[src/rtl/alu_sequencer_if.sv]
// ---------------------------------------------------------------------------
// alu_sequencer_if
//   Bundles every non-clock/reset signal of alu_sequencer: the instruction
//   handshake, status pulses, the debug register read port and the external
//   ALU bus.
//
//   slave  : sequencer side (accepts instructions, drives the ALU bus)
//   master : environment side (issues instructions, models the ALU)
//
//   instr_valid / instr_ready / instr : instruction handshake (16-bit word)
//   busy / done / err                 : status (done, err are 1-cycle pulses)
//   rd_addr / rd_data                 : combinational debug register read
//   alu_en / alu_oper / alu_a / alu_b : ALU issue strobe and operands
//   alu_q                             : ALU result, registered when alu_en=1
// ---------------------------------------------------------------------------
interface alu_sequencer_if;
  logic        instr_valid;
  logic        instr_ready;
  logic [15:0] instr;
  logic        busy;
  logic        done;
  logic        err;
  logic [2:0]  rd_addr;
  logic [15:0] rd_data;
  logic        alu_en;
  logic [3:0]  alu_oper;
  logic [15:0] alu_a;
  logic [15:0] alu_b;
  logic [15:0] alu_q;

  modport slave (
    input  instr_valid, instr, rd_addr, alu_q,
    output instr_ready, busy, done, err, rd_data,
           alu_en, alu_oper, alu_a, alu_b
  );

  modport master (
    output instr_valid, instr, rd_addr, alu_q,
    input  instr_ready, busy, done, err, rd_data,
           alu_en, alu_oper, alu_a, alu_b
  );
endinterface

[src/rtl/alu_sequencer.sv]
// ---------------------------------------------------------------------------
// alu_sequencer
//   Single-issue sequencer in front of an external registered ALU. Holds an
//   8 x 16 register file. Instruction word: [15:12] op, [11:9] rd,
//   [8:6] rsa, [5:3] rsb; for LDI the immediate is [8:0].
//     op 1..10 : ALU op   IDLE -> ISSUE -> WB -> IDLE, R[rd] <= alu_q
//     op 0     : NOP      IDLE -> WB -> IDLE, no write
//     op 11    : LDI      IDLE -> WB -> IDLE, R[rd] <= {7'b0, imm9}
//     op 12..15: illegal  IDLE -> WB -> IDLE, no write, err with done
//
//   Ports:
//     clk : clock, all state changes on posedge
//     rst : synchronous, active-high reset
//     bus : alu_sequencer_if.slave (handshake, status, debug read, ALU bus)
// ---------------------------------------------------------------------------
module alu_sequencer (
  input logic            clk,
  input logic            rst,
  alu_sequencer_if.slave bus
);

  typedef enum logic [1:0] {
    IDLE  = 2'd0,
    ISSUE = 2'd1,
    WB    = 2'd2
  } state_t;

  localparam logic [3:0] OP_LDI = 4'd11;

  state_t      state;
  state_t      state_next;
  logic [15:0] instr_q;
  logic [15:0] regs [8];

  logic        accept;
  logic        wr_en;
  logic [15:0] wr_data;
  logic        done_w;
  logic        err_w;

  // Fields of the latched word; the input word may change after acceptance.
  logic [3:0] op;
  logic [2:0] rd;
  logic [2:0] rsa;
  logic [2:0] rsb;
  logic [8:0] imm;

  assign op  = instr_q[15:12];
  assign rd  = instr_q[11:9];
  assign rsa = instr_q[8:6];
  assign rsb = instr_q[5:3];
  assign imm = instr_q[8:0];

  function automatic logic is_alu_op(input logic [3:0] code);
    return (code >= 4'd1) && (code <= 4'd10);
  endfunction

  // NOTE: state and storage use non-blocking assignments so every flop
  // samples pre-edge values; blocking here would create order-dependent races.
  always_ff @(posedge clk) begin
    if (rst) begin
      state   <= IDLE;
      instr_q <= '0;
      // NOTE: the register file is only eight flops deep and must read as zero
      // after reset, so it is cleared here rather than left as an unreset RAM.
      for (int i = 0; i < 8; i++) regs[i] <= '0;
    end else begin
      state <= state_next;
      if (accept) instr_q <= bus.instr;
      if (wr_en) regs[rd] <= wr_data;
    end
  end

  // NOTE: every output of this block gets a default first, so no path through
  // the case statement can leave a signal unassigned and infer a latch.
  always_comb begin
    state_next      = state;
    accept          = 1'b0;
    wr_en           = 1'b0;
    wr_data         = '0;
    done_w          = 1'b0;
    err_w           = 1'b0;
    bus.instr_ready = 1'b0;
    bus.busy        = 1'b0;
    bus.alu_en      = 1'b0;
    bus.alu_oper    = '0;
    bus.alu_a       = '0;
    bus.alu_b       = '0;

    unique case (state)
      IDLE: begin
        bus.instr_ready = 1'b1;
        if (bus.instr_valid) begin
          accept     = 1'b1;
          // Decode the incoming word: only ALU ops need an ISSUE cycle.
          state_next = is_alu_op(bus.instr[15:12]) ? ISSUE : WB;
        end
      end
      ISSUE: begin
        bus.busy     = 1'b1;
        bus.alu_en   = 1'b1;
        bus.alu_oper = op;
        bus.alu_a    = regs[rsa];
        bus.alu_b    = regs[rsb];
        state_next   = WB;
      end
      WB: begin
        bus.busy   = 1'b1;
        done_w     = 1'b1;
        err_w      = (op >= 4'd12);
        wr_en      = is_alu_op(op) || (op == OP_LDI);
        wr_data    = is_alu_op(op) ? bus.alu_q : {7'b0, imm};
        state_next = IDLE;
      end
      default: state_next = IDLE;
    endcase
  end

  // A reset landing in WB aborts the instruction, so the pulse is suppressed.
  assign bus.done    = done_w & ~rst;
  assign bus.err     = err_w & ~rst;
  assign bus.rd_data = regs[bus.rd_addr];

endmodule

[src/flat_wrapper.sv]
// flat-port wrapper written by rule: the top's interface ports become plain ports
module alu_sequencer_flat 
  (clk, rst, bus_instr_valid, bus_instr, bus_rd_addr, bus_alu_q, bus_instr_ready, bus_busy, bus_done, bus_err, bus_rd_data, bus_alu_en, bus_alu_oper, bus_alu_a, bus_alu_b);
  alu_sequencer_if bus_i ();
  input logic clk;
  input logic rst;
  input wire logic [$bits(bus_i.instr_valid)-1:0] bus_instr_valid;
  input wire logic [$bits(bus_i.instr)-1:0] bus_instr;
  input wire logic [$bits(bus_i.rd_addr)-1:0] bus_rd_addr;
  input wire logic [$bits(bus_i.alu_q)-1:0] bus_alu_q;
  output wire logic [$bits(bus_i.instr_ready)-1:0] bus_instr_ready;
  output wire logic [$bits(bus_i.busy)-1:0] bus_busy;
  output wire logic [$bits(bus_i.done)-1:0] bus_done;
  output wire logic [$bits(bus_i.err)-1:0] bus_err;
  output wire logic [$bits(bus_i.rd_data)-1:0] bus_rd_data;
  output wire logic [$bits(bus_i.alu_en)-1:0] bus_alu_en;
  output wire logic [$bits(bus_i.alu_oper)-1:0] bus_alu_oper;
  output wire logic [$bits(bus_i.alu_a)-1:0] bus_alu_a;
  output wire logic [$bits(bus_i.alu_b)-1:0] bus_alu_b;
  assign bus_i.instr_valid = bus_instr_valid;
  assign bus_i.instr = bus_instr;
  assign bus_i.rd_addr = bus_rd_addr;
  assign bus_i.alu_q = bus_alu_q;
  assign bus_instr_ready = bus_i.instr_ready;
  assign bus_busy = bus_i.busy;
  assign bus_done = bus_i.done;
  assign bus_err = bus_i.err;
  assign bus_rd_data = bus_i.rd_data;
  assign bus_alu_en = bus_i.alu_en;
  assign bus_alu_oper = bus_i.alu_oper;
  assign bus_alu_a = bus_i.alu_a;
  assign bus_alu_b = bus_i.alu_b;
  alu_sequencer u_core (.clk(clk), .rst(rst), .bus(bus_i));
endmodule
[config.mk]
export PLATFORM = sky130hd
export DESIGN_NAME = alu_sequencer_flat
export DESIGN_NICKNAME = d
export VERILOG_FILES = /design/src/rtl/alu_sequencer_if.sv /design/src/rtl/alu_sequencer.sv /design/src/flat_wrapper.sv
export SDC_FILE = /design/constraint.sdc
export NUM_CORES = 1
export LEC_CHECK = 0
export BUFFER_PORTS_ARGS = -buffer_cell sky130_fd_sc_hd__buf_2
export CORE_ASPECT_RATIO = 0.8
export CORE_MARGIN = 2
export CORE_UTILIZATION = 50
export CTS_BUF_LIST = sky130_fd_sc_hd__clkbuf_2 sky130_fd_sc_hd__clkbuf_4 sky130_fd_sc_hd__clkbuf_8
export CTS_CLUSTER_SIZE = 14
export DETAILED_ROUTE_END_ITERATION = 8
export MAX_ROUTING_LAYER = met4
export PLACE_DENSITY_LB_ADDON = 0.2
export SYNTH_ARGS = -nofsm -noshare
export SYNTH_HDL_FRONTEND = slang
export SYNTH_SLANG_ARGS = --single-unit
export TNS_END_PERCENT = 20
[constraint.sdc]
create_clock -name clk -period 4.62 [get_ports clk]
set_input_delay 0.693 -clock clk [delete_from_list [all_inputs] [get_ports clk]]
set_output_delay 0.693 -clock clk [all_outputs]
set_load 0.03 [all_outputs]
==> results.cfg <==
[run_status]
status = finished clean

[critical_path]
cp.buffers_inverters = 2
crit_path_end_kind = output port
crit_fanout = 21
critPathSlowestCell = dfxtp_2
crit_type = reg -> out
path_cells = buf_4 > mux4_2 > mux2i_1 > nor2b_1 > buf_2
slowest_delay_ns = 0.88
worst_path_dominant_cell_family = flip-flops
start_kind = flop
ff2ff_setup_slack_ns = 1.40
worstPathArrival_ns = 2.70
crit_required_ns = 3.93

[power_and_ir_drop]
p_leak_uw = 0.003519
pwr_density_cell_mw_per_mm2 = 339.5
irDropWorstVdd_v = 0.0002114

[detailed_routing]
totalWireLength_mm = 23.28
dr.pass1.iters = 5
wl_met1_mm = 9.532
wl_per_cell_um = 24.02
routed-wl-met2_mm = 11.37
top_layer = met4
ant_nets = 0
drc = 0
vias = 6070
via_per_inst = 6.264
drt_iter0_markers = 646
route.met3.wl_mm = 1.928

[timing]
tns_ns = 0
fin_ws_ns = 1.225
max_freq_mhz = 294.6
finalMaxSlewViolations = 0
hold_viol_final = 0
maxSlewHeadroom_pct = 21.40
worstMarginPinSlew_ns = 1.176
grt_setup_unrepaired = no
skew_ns = 0.009439
finalSetupViolCount = 0
fin_crit_sh_pct = 73.48
period_needed_ns = 3.395

[synth]
synth_nets = 696
syn_area_mm2 = 0.008818
yosysUniqueCellTypes = 40
syn_inst = 655
ys_ff_latch = 152
syn_avg_cell_area_um2 = 13.46
ys_seq_area_share_pct = 49.04
async_reset_ff_share_pct = 0
synth-edff-count = 128
synth_top_flop_cell = edfxtp_1
yosysWarnings = 0

[clocking]
cts_tree = built
holdBufCountCts = 0
cts_setup_buffers = 0
ctsResizeCount = 0
cts_buffers = 17
h-tree-depth = 4
cts_buffer_depth = 2
cts_sinks = 152
clk_pin_slew_ns = 0.08
clkLatencyLatePin_ns = 0.46
cts-root-buf = clkbuf_8

[global_routing]
grt_start_max_net_pins = 33
globalRouteTotalUtil_pct = 26.40
globalRoute.totalOverflow = 0
grt_pass1_wl_mm = 35.10
antenna_found_initial = 0
grt_pass1_vias = 6131

[place]
dpl_cell_area_mm2 = 0.009433
dp_hpwl_mm = 15.50
dp_worst_setup_slack_ns = 1.456
place_congestion = 0.8559
port_buffers = 94

[floorplan]
die-width_um = 152.5
die_y_um = 122.8
start_util_pct = 50.90
fp-row-count = 43
top_level_ports = 95
core_mm2 = 0.01732
die-area_mm2 = 0.01872

[final_layout]
drive_gt1_share_pct = 36.29
num_antenna_cells = 0
postLayoutCellArea_mm2 = 0.009872
nets = 772
final_cell_mix = 141 x nor2_1, 128 x edfxtp_1, 96 x mux4_2
syn_to_final_growth_pct = 11.95
layout_commonest_cell = nor2_1

[min_path]
holdCritPathClass = in -> reg

[job]
maxCapViolCount = 0
[registers in the layout, indices dropped and copies added, names as in the netlist, named ones only]
register	cells
u_core.instr_q	16
u_core.regs	128
u_core.state	2
[report_power, final]
part,internal [uW],switching (uW)
Combinational,263,353
Clock,607,499
Sequential,1540,86.7
[synth_stat cells, types with 2 or more instances]
| master | count | share of area (%) |
|---|---|---|
| a21o_1 | 2 | 0.17 |
| a21oi_1 | 18 | 1.0 |
| and2_1 | 4 | 0.28 |
| and3b_1 | 9 | 0.89 |
| buf_1 | 4 | 0.17 |
| buf_2 | 15 | 0.85 |
| buf_4 | 2 | 0.17 |
| buf_6 | 3 | 0.38 |
| clkbuf_1 | 25 | 1.1 |
| dfxtp_1 | 24 | 5.4 |
| edfxtp_1 | 128 | 44 |
| ha_1 | 3 | 0.43 |
| inv_1 | 7 | 0.30 |
| mux2_2 | 17 | 2.2 |
| mux2i_1 | 32 | 3.6 |
| mux4_2 | 96 | 25 |
| nand2_1 | 53 | 2.3 |
| nand2_4 | 3 | 0.38 |
| nor2_1 | 141 | 6.0 |
| nor2b_1 | 34 | 2.4 |
| o21ai_0 | 9 | 0.51 |
| o221ai_2 | 8 | 1.4 |
[routing by layer]
metal	up-vias	track usage (%)
met3	42	5.473
met5	-	-
met4	0	8.912
li1	2642	-
met1	3083	34.30
met2	303	42.34
[worst paths after layout]
| path | depth (start not counted) | from | to |
|---|---|---|---|
| worst min-delay path | 3 | bus_instr[0] | u_core.instr_q[0] |
| worst max-delay path | 5 | flop | bus_alu_a[10] |
| worst max register to register | 5 | u_core.instr_q[15] | u_core.regs[6][3] |
| worst min register to register | 2 | u_core.instr_q[0] | u_core.instr_q[0] |
[cells by family after synthesis]
group,synth area share (%)
AND/OR/NAND/NOR,13.31
buffers and inverters,3.036
adder cells (fa/ha/maj),0.4257
flip-flops,49.04
AO/OA/AOI/OAI,3.874
multiplexers,30.32
[tightest hold or removal path: cells and delay by family]
family,cells,cell delay (ns)
compound gates,1,0.05
buf+inv,1,0.10
simple gates,1,0.05
[cell type report]
class	instances	area [um2]
clock buffers	22	302.8
well taps	225	281.5
fillers	1452	7452
multi-input cells	445	4227
clock inverters	10	136.4
repair buffers	107	568.0
flip-flops and latches	152	4327
inverters	8	30.03
[per-stage QoR]
step / cells / hold slack [ns] / power [uW] / util (%)
floorplan: 655 / 0.4579 / 2089 / -
global placement: 937 / 0.4834 / 2256 / 54.45
detailed placement: 937 / 0.4897 / 2274 / 54.45
CTS: 969 / 0.4474 / 3361 / 56.98
global route: 969 / 0.4547 / 3462 / 56.98
finish: 969 / 0.4703 / 3351 / 56.98
(Power assumes the default switching activity.)
